### src/rtl/button_conditioner.sv
// Per-bit synchroniser, debouncer and rise/fall edge detector for the car-control switches.
// Optional auto-repeat pulses are built only when BUTTON_REPEAT_EN is defined.
module button_conditioner #(
    parameter int WIDTH           = 8,
    parameter int DEBOUNCE_CYCLES = 2_000_000,
    parameter int REPEAT_DELAY    = 50_000_000,
    parameter int REPEAT_PERIOD   = 10_000_000
) (
    input  logic             clk,
    input  logic             rst,
    input  logic [WIDTH-1:0] raw,
    output logic [WIDTH-1:0] level,
    output logic [WIDTH-1:0] rise,
    output logic [WIDTH-1:0] fall,
    output logic [WIDTH-1:0] repeat_pulse
);

    localparam int CW = $clog2(DEBOUNCE_CYCLES + 1);
    localparam logic [CW-1:0] CNT_LAST = CW'(DEBOUNCE_CYCLES - 1);

    logic [WIDTH-1:0] s1;
    logic [WIDTH-1:0] s2;
    logic [CW-1:0]    cnt [WIDTH];
    logic [WIDTH-1:0] mismatch;
    logic [WIDTH-1:0] expire;

    // expire marks the edge on which a bit's accepted level toggles.
    // NOTE: every always_comb output gets a default before any conditional
    // assignment so no path can leave it unassigned and infer a latch.
    always_comb begin
        mismatch = s2 ^ level;
        expire   = '0;
        for (int i = 0; i < WIDTH; i++) begin
            expire[i] = mismatch[i] && (cnt[i] == CNT_LAST);
        end
    end

    // NOTE: sequential state uses non-blocking assignments only, so every
    // register samples the pre-edge values regardless of statement order.
    always_ff @(posedge clk or negedge rst) begin
        if (!rst) begin
            s1    <= '0;
            s2    <= '0;
            level <= '0;
            rise  <= '0;
            fall  <= '0;
            // NOTE: the counter array is reset because a stale count would
            // shorten the first debounce window after reset.
            for (int i = 0; i < WIDTH; i++) begin
                cnt[i] <= '0;
            end
        end else begin
            s1    <= raw;
            s2    <= s1;
            level <= level ^ expire;
            rise  <= expire & ~level;
            fall  <= expire & level;
            for (int i = 0; i < WIDTH; i++) begin
                if (!mismatch[i] || expire[i]) begin
                    cnt[i] <= '0;
                end else begin
                    cnt[i] <= cnt[i] + CW'(1);
                end
            end
        end
    end

`ifdef BUTTON_REPEAT_EN
    localparam int RMAX = (REPEAT_DELAY > REPEAT_PERIOD) ? REPEAT_DELAY : REPEAT_PERIOD;
    localparam int RW   = $clog2(RMAX + 1);
    localparam logic [RW-1:0] DELAY_LAST  = RW'(REPEAT_DELAY - 1);
    localparam logic [RW-1:0] PERIOD_LAST = RW'(REPEAT_PERIOD - 1);

    logic [RW-1:0]    rcnt [WIDTH];
    logic [WIDTH-1:0] rphase;   // 0: waiting for first repeat, 1: periodic repeats
    logic [WIDTH-1:0] rfire;

    // A bit falling on this edge must not fire, even if its slot is due.
    always_comb begin
        rfire = '0;
        for (int i = 0; i < WIDTH; i++) begin
            rfire[i] = level[i] && !expire[i] &&
                       (rcnt[i] == (rphase[i] ? PERIOD_LAST : DELAY_LAST));
        end
    end

    always_ff @(posedge clk or negedge rst) begin
        if (!rst) begin
            rphase       <= '0;
            repeat_pulse <= '0;
            for (int i = 0; i < WIDTH; i++) begin
                rcnt[i] <= '0;
            end
        end else begin
            repeat_pulse <= rfire;
            for (int i = 0; i < WIDTH; i++) begin
                if (!level[i] || expire[i]) begin
                    rcnt[i]   <= '0;
                    rphase[i] <= 1'b0;
                end else if (rfire[i]) begin
                    rcnt[i]   <= '0;
                    rphase[i] <= 1'b1;
                end else begin
                    rcnt[i] <= rcnt[i] + RW'(1);
                end
            end
        end
    end
`else
    assign repeat_pulse = '0;
`endif

endmodule

### config.mk
export PLATFORM = sky130hd
export DESIGN_NAME = button_conditioner
export DESIGN_NICKNAME = d
export VERILOG_FILES = /design/src/rtl/button_conditioner.sv
export SDC_FILE = /design/constraint.sdc
export NUM_CORES = 1
export LEC_CHECK = 0
export CELL_PAD_IN_SITES_DETAIL_PLACEMENT = 1
export CELL_PAD_IN_SITES_GLOBAL_PLACEMENT = 1
export CORE_MARGIN = 2
export CORE_UTILIZATION = 50
export CTS_BUF_LIST = sky130_fd_sc_hd__clkbuf_8
export DETAILED_ROUTE_END_ITERATION = 10
export PLACE_DENSITY_LB_ADDON = 0.2
export SETUP_SLACK_MARGIN = 0.15
export SYNTH_ARGS = -nofsm -noshare
export SYNTH_HDL_FRONTEND = slang
export SYNTH_SLANG_ARGS = --single-unit
### constraint.sdc
create_clock -name clk -period 2.61 [get_ports clk]
set_clock_uncertainty 0.05 [all_clocks]
set_input_delay 0.522 -clock clk [delete_from_list [all_inputs] [get_ports clk]]
set_output_delay 0.522 -clock clk [all_outputs]
set_load 0.02 [all_outputs]
Word-level counts from Yosys, hierarchy flattened

Index checks and enable logic that the tools add are counted.

Memories: 0
Word-level logic and storage cells: 66
Output and inout bits: 32
Bits in read-only memories: 0
Bits in writable memories: 0
Bits of input ports: 10
Bits in latches: 0
Register bits after elaboration: 208

Reduce and logical (&&, ||, !) cells: 24
Add/subtract/negate cells: 8
$mul: 0
Magnitude comparators: 0
Bitwise operators: 5
Mux-type cells: 8
Equality and inequality tests: 8
Divide/modulo/power cells: 0
Shift-type cells: 0

Operators with widths:

| cell                    | count |
|---|---|
| $add A21 B1 Y21 const B | 8 |
| $eq A21 B21 Y1 const B  | 8 |
| $mux W21                | 8 |
| $and A8 B8 Y8           | 2 |
| $xor A8 B8 Y8           | 2 |
| $logic_and A1 B1 Y1     | 8 |
| $logic_not A1 Y1        | 8 |
| $logic_or A1 B1 Y1      | 8 |
| $not A8 Y8              | 1 |

Depth between registers and ports, before layout

Depth after elaboration: 4
Mapped depth: 8
Depth with buffers taken out: 5

Least setup slack after synthesis

OpenSTA, ideal clock, no wires.

Path kind: reg-to-reg
Start point: register cnt[0] (netlist bit)
End point: register cnt[16] (netlist bit)
Arrival time: 2,032 ps
Required time: 2,482 ps
Period minus slack after synthesis: 2,160 ps
Path slack: 450 ps
Library setup time: 78 ps
Path buffers: 1
Cell stages (with the launch flop): 7
Path through: dfrtp_1 ha_1 nand4_2 or4_1 buf_2 or4_1 a21oi_1

Cells in the longest elaborated chain, start to end: 4
Elaborated cells between the ends (all ways): 5
Classes of those cells: add/sub: 1; eq/ne: 1; mux: 1; reduce/logical: 2

RTL lines:

| what                                                                    | line | source |
|---|---|---|
| from (decl)                                                             | 23   | `logic [CW-1:0] cnt [WIDTH];` |
| from (signal, indexed assignment)                                       | 62   | `cnt[i] <= cnt[i] + CW'(1);` |
| parallel branches: the longest is 3 deep, another holds $add A21 B1 Y21 | --   |  |
| $mux W21 *                                                              | 59   | `if (!mismatch[i] \|\| expire[i]) begin` |

Mark *: on every way between the ends.

Worst setup path after layout

Same ends and word-level chain as after synthesis.

==> run_results.csv <==
group,metric,value,unit
outcome,status,"finished, final reports clean",
logic_synthesis,netlist_instances,966,
sta,max_slew.worst_pin.slew,0.615,ns
clock_network,cts_resized,0,
drt,drt-pass1-iter-count,4,
logic_synthesis,ys_ff_latch,208,
critical_path,critical_path.reg2reg.endpoint,"cnt[16]$_DFF_PN0_",
placement,dp_hpwl,14.6,mm
logic_synthesis,mapped_cell_area,0.00983,mm^2
global_routing,antenna_violations_before_repair,0,
layout,final_util,58.3,%
global_routing,grt_overflow,0,
critical_path,cp_max_fo,7,
power,vdd.ir_drop.worst,347,uV
layout,finalNetCount,1046,
clock_network,number_of_h_tree_branching_levels,2,
power,cell_pwr_density,595,mW/mm^2
critical_path,worst-endpoint-required,3.00,ns
critical_path,crit_top_cell,"sky130_fd_sc_hd__or4_1",
global_routing,grt_max_degree,78,
floorplan,initial_core_util,50.7,%
critical_path,timing.reg2reg.setup_slack,0.29,ns
layout,stdcell_count,1321,
floorplan,die_outline_area,0.0208,mm^2
sta,final_critical_path_setup_slack,0.291,ns
logic_synthesis,synth_cell_type_count,45,
sta,max_freq,431,MHz
placement,portBuffers,33,
sta,period_needed,2.32,ns
sta,totalNegativeSetupSlack,0,ns
critical_path,critical_path_class,"register to register",
drt,routed_wire_length_per_instance,16.2,um
layout,antenna_diodes,0,
drt,total_vias_in_the_final_route,7531,
sta,drv_slew,0,
clock_network,cts_tree,"built",
flow_run,max_capacitance_violation_count,0,
clock_network,clockRootBuffer,"sky130_fd_sc_hd__clkbuf_8",
drt,drc,0,
sta,report.final.hold_viol_count,0,
sta,post-route-period-util,88.8,%
critical_path,reg2reg_from,"cnt[0]$_DFF_PN0_",
critical_path,endpoint_kind,"register",
floorplan,die_h,144,um
floorplan,die_width,144,um
floorplan,rows,51,
floorplan,placeableCoreArea,0.0194,mm^2
global_routing,grt_pass1_vias,7825,
global_routing,groute.usage.overall,21.9,%
drt,final_antenna_net_count,0,
drt,wirelength_met1,10.1,mm
drt,routed.top_layer,"met4",
critical_path,worst_ep_arrival_time,2.71,ns
layout,areaGrowthSynthToFinish,15.1,%
floorplan,ios,42,
clock_network,cts.sink_count,208,
critical_path,critical_path.cell_chain,"ha_1, nand4_2, or4_1, or4_1, a21oi_1",
logic_synthesis,synth_area_per_cell,10.2,um^2
drt,route.final.wire_length,21.4,mm
placement,place_area,0.0105,mm^2
clock_network,cts_inserted_buffers,38,
placement,detailedPlace.worstSlack,0.286,ns
sta,grt_setup_unrepaired,"no",
logic_synthesis,seq_area_frac_synth,53.0,%
power,static_leakage,4.62,nW
drt,drtIter0Drc,255,
critical_path,timing.reg2reg.worst_path_depth,5,
logic_synthesis,ys.warnings.count,0,
layout,layout.cell_area.non_filler,0.0113,mm^2
critical_path,worst_path_largest_cell_delay,0.67,ns
clock_network,clk_path_buf_depth,3,
min_path,holdCritPathClass,"register to register",
critical_path,endpoint,"cnt[16]$_DFF_PN0_",
clock_network,clkLatencyLatePin,0.52,ns
drt,detail_route.vias_per_cell,5.70,
sta,slew_headroom,59.0,%
drt,met3_wirelength,562,um
sta,report.final.setup_viol,0,
layout,drive_above_1_share,9.85,%
placement,gp_congestion,0.787,
critical_path,slowest_stage,"sky130_fd_sc_hd__or4_1",
critical_path,crit_start,"cnt[0]$_DFF_PN0_",
clock_network,worst_setup_hold_path_clk_slew,0.06,ns
placement,placed_instances,1252,
drt,met2RoutedLength,10.5,mm
critical_path,critPathLaunchType,"register",
global_routing,grt_pass1_wl,37.4,mm
## kinds of logic (layout without fill, tap and decap cells)
kind of cell             count (synthesis)  after routing  synth area share (%)
buffers and inverters                   56            139                  2.53
flip-flops                             208            208                  53.0
other                                    1              8                0.0382
multiplexers                             8              8                 0.917
AO/OA/AOI/OAI                          114            114                  6.89
adder cells (fa/ha/maj)                  8              8                  1.02
XOR/XNOR                               107            107                  9.53
AND/OR/NAND/NOR                        464            464                  26.1
## layout by cell type (no fill, tap or decap), drive strengths merged, types with 7 or more instances in the layout
| cell type | count |
|---|---|
| nand4 | 42 |
| nor3b | 17 |
| mux2 | 8 |
| or2 | 7 |
| nor4 | 13 |
| conb | 8 |
| ha | 8 |
| and4 | 22 |
| o31ai | 26 |
| a21oi | 53 |
| nand2 | 50 |
| buf | 16 |
| or4 | 30 |
| nand3 | 67 |
| inv | 29 |
| clkinv | 11 |
| and3 | 18 |
| clkbuf | 47 |
| nor4b | 9 |
| or3 | 31 |
| clkdlybuf4s50 | 32 |
| nor2 | 124 |
| nor3 | 14 |
| xor2 | 52 |
| dfrtp | 208 |
| xnor2 | 55 |
| o21ai | 29 |
## Yosys cell counts
| cell | instances | area, um^2 |
|---|---|---|
| sky130_fd_sc_hd__a21oi_1 | 53 | 265 |
| sky130_fd_sc_hd__a31o_2 | 3 | 26.3 |
| sky130_fd_sc_hd__a41o_1 | 1 | 10.0 |
| sky130_fd_sc_hd__and2_1 | 3 | 18.8 |
| sky130_fd_sc_hd__and3_1 | 17 | 106 |
| sky130_fd_sc_hd__and3_2 | 1 | 7.51 |
| sky130_fd_sc_hd__and3b_1 | 3 | 26.3 |
| sky130_fd_sc_hd__and4_1 | 22 | 193 |
| sky130_fd_sc_hd__and4b_1 | 3 | 30.0 |
| sky130_fd_sc_hd__and4bb_2 | 1 | 12.5 |
| sky130_fd_sc_hd__buf_2 | 7 | 35.0 |
| sky130_fd_sc_hd__buf_4 | 8 | 60.1 |
| sky130_fd_sc_hd__clkbuf_1 | 19 | 71.3 |
| sky130_fd_sc_hd__conb_1 | 1 | 3.75 |
| sky130_fd_sc_hd__dfrtp_1 | 208 | 5200 |
| sky130_fd_sc_hd__ha_1 | 8 | 100 |
| sky130_fd_sc_hd__inv_1 | 22 | 82.6 |
| sky130_fd_sc_hd__mux2_2 | 8 | 90.1 |
| sky130_fd_sc_hd__nand2_1 | 50 | 188 |
| sky130_fd_sc_hd__nand2b_1 | 1 | 6.26 |
| sky130_fd_sc_hd__nand3_1 | 67 | 335 |
| sky130_fd_sc_hd__nand3b_1 | 2 | 15.0 |
| sky130_fd_sc_hd__nand4_1 | 40 | 250 |
| sky130_fd_sc_hd__nand4_2 | 2 | 25.0 |
| sky130_fd_sc_hd__nand4b_1 | 3 | 26.3 |
| sky130_fd_sc_hd__nand4bb_1 | 1 | 11.3 |
| sky130_fd_sc_hd__nor2_1 | 124 | 465 |
| sky130_fd_sc_hd__nor3_1 | 14 | 70.1 |
| sky130_fd_sc_hd__nor3b_1 | 17 | 128 |
| sky130_fd_sc_hd__nor4_1 | 13 | 81.3 |
| sky130_fd_sc_hd__nor4b_1 | 9 | 78.8 |
| sky130_fd_sc_hd__nor4bb_1 | 1 | 10.0 |
| sky130_fd_sc_hd__o21ai_0 | 28 | 140 |
| sky130_fd_sc_hd__o21ai_1 | 1 | 5.00 |
| sky130_fd_sc_hd__o21bai_2 | 1 | 11.3 |
| sky130_fd_sc_hd__o31ai_1 | 23 | 173 |
| sky130_fd_sc_hd__o31ai_2 | 3 | 37.5 |
| sky130_fd_sc_hd__o41ai_1 | 1 | 8.76 |
| sky130_fd_sc_hd__or2_2 | 7 | 43.8 |
| sky130_fd_sc_hd__or3_1 | 31 | 194 |
| sky130_fd_sc_hd__or4_1 | 30 | 225 |
| sky130_fd_sc_hd__or4b_1 | 1 | 10.0 |
| sky130_fd_sc_hd__or4b_2 | 1 | 10.0 |
| sky130_fd_sc_hd__xnor2_1 | 55 | 482 |
| sky130_fd_sc_hd__xor2_1 | 52 | 455 |
## state kept, by name (all words and copies together) (netlist names), named ones only
signal  count
s2          8
s1          8
rise        8
cnt       168
fall        8
## what timing repair did
item / 4_1_cts / 5_1_grt
buffers inserted: 0 / 0
hold endpoints to repair: 73 / 0
hold buffers: 1 / 0
## power by group
group | internal, mW | total, mW | switching (mW)
registers | 3.27 | 3.32 | 0.0460
logic | 0.0721 | 0.222 | 0.150
clock network | 1.83 | 3.19 | 1.36
## how the worst min path moves through the flow
stage,startpoint,to,cells after the start,slack (ns)
global placement,s1[3]$_DFF_PN0_,s2[3]$_DFF_PN0_,0,0.28
finish,s1[3]$_DFF_PN0_,s2[3]$_DFF_PN0_,0,0.29
floorplan,rst,async pin,0,0.18
detailed placement,s1[3]$_DFF_PN0_,s2[3]$_DFF_PN0_,0,0.29
CTS,s1[3]$_DFF_PN0_,s2[3]$_DFF_PN0_,0,0.29
global route,s1[3]$_DFF_PN0_,s2[3]$_DFF_PN0_,0,0.30
## metrics by stage
| step | hold WS [ns] | power [mW] |
|---|---|---|
| final | 0.290 | 6.73 |
| after detailed placement | 0.286 | 3.60 |
| after global placement | 0.283 | 3.59 |
| after global routing | 0.299 | 7.02 |
| after floorplan | 0.176 | 3.47 |
| after CTS | 0.293 | 6.83 |
## layer usage
layer	track usage (%)	vias to the layer above
met5	0	-
met4	5.21	0
met3	3.94	24
met2	37.2	74
met1	29.4	3829
li1	-	3604
## final cells by class
| type | instances | area (um^2) |
|---|---|---|
| fillers | 2184 | 8090 |
| flip-flops and latches | 208 | 5200 |
| multi-input cells | 709 | 4400 |
| clock buffers | 47 | 647 |
| repair buffers | 49 | 495 |
| well taps | 265 | 332 |
| clock inverters | 21 | 149 |
| inverters | 22 | 82.6 |
## critical path, delay by kind of cell, from the launching register on
| kind | cells | cell delay (ns) |
|---|---|---|
| AOI/OAI and AO/OA | 1 | 0.15 |
| DFF | 1 | 0.41 |
| adders and majority gates | 1 | 0.26 |
| and+or+nand+nor | 3 | 1.37 |
No activity file was read; power rests on OpenSTA's default activity.
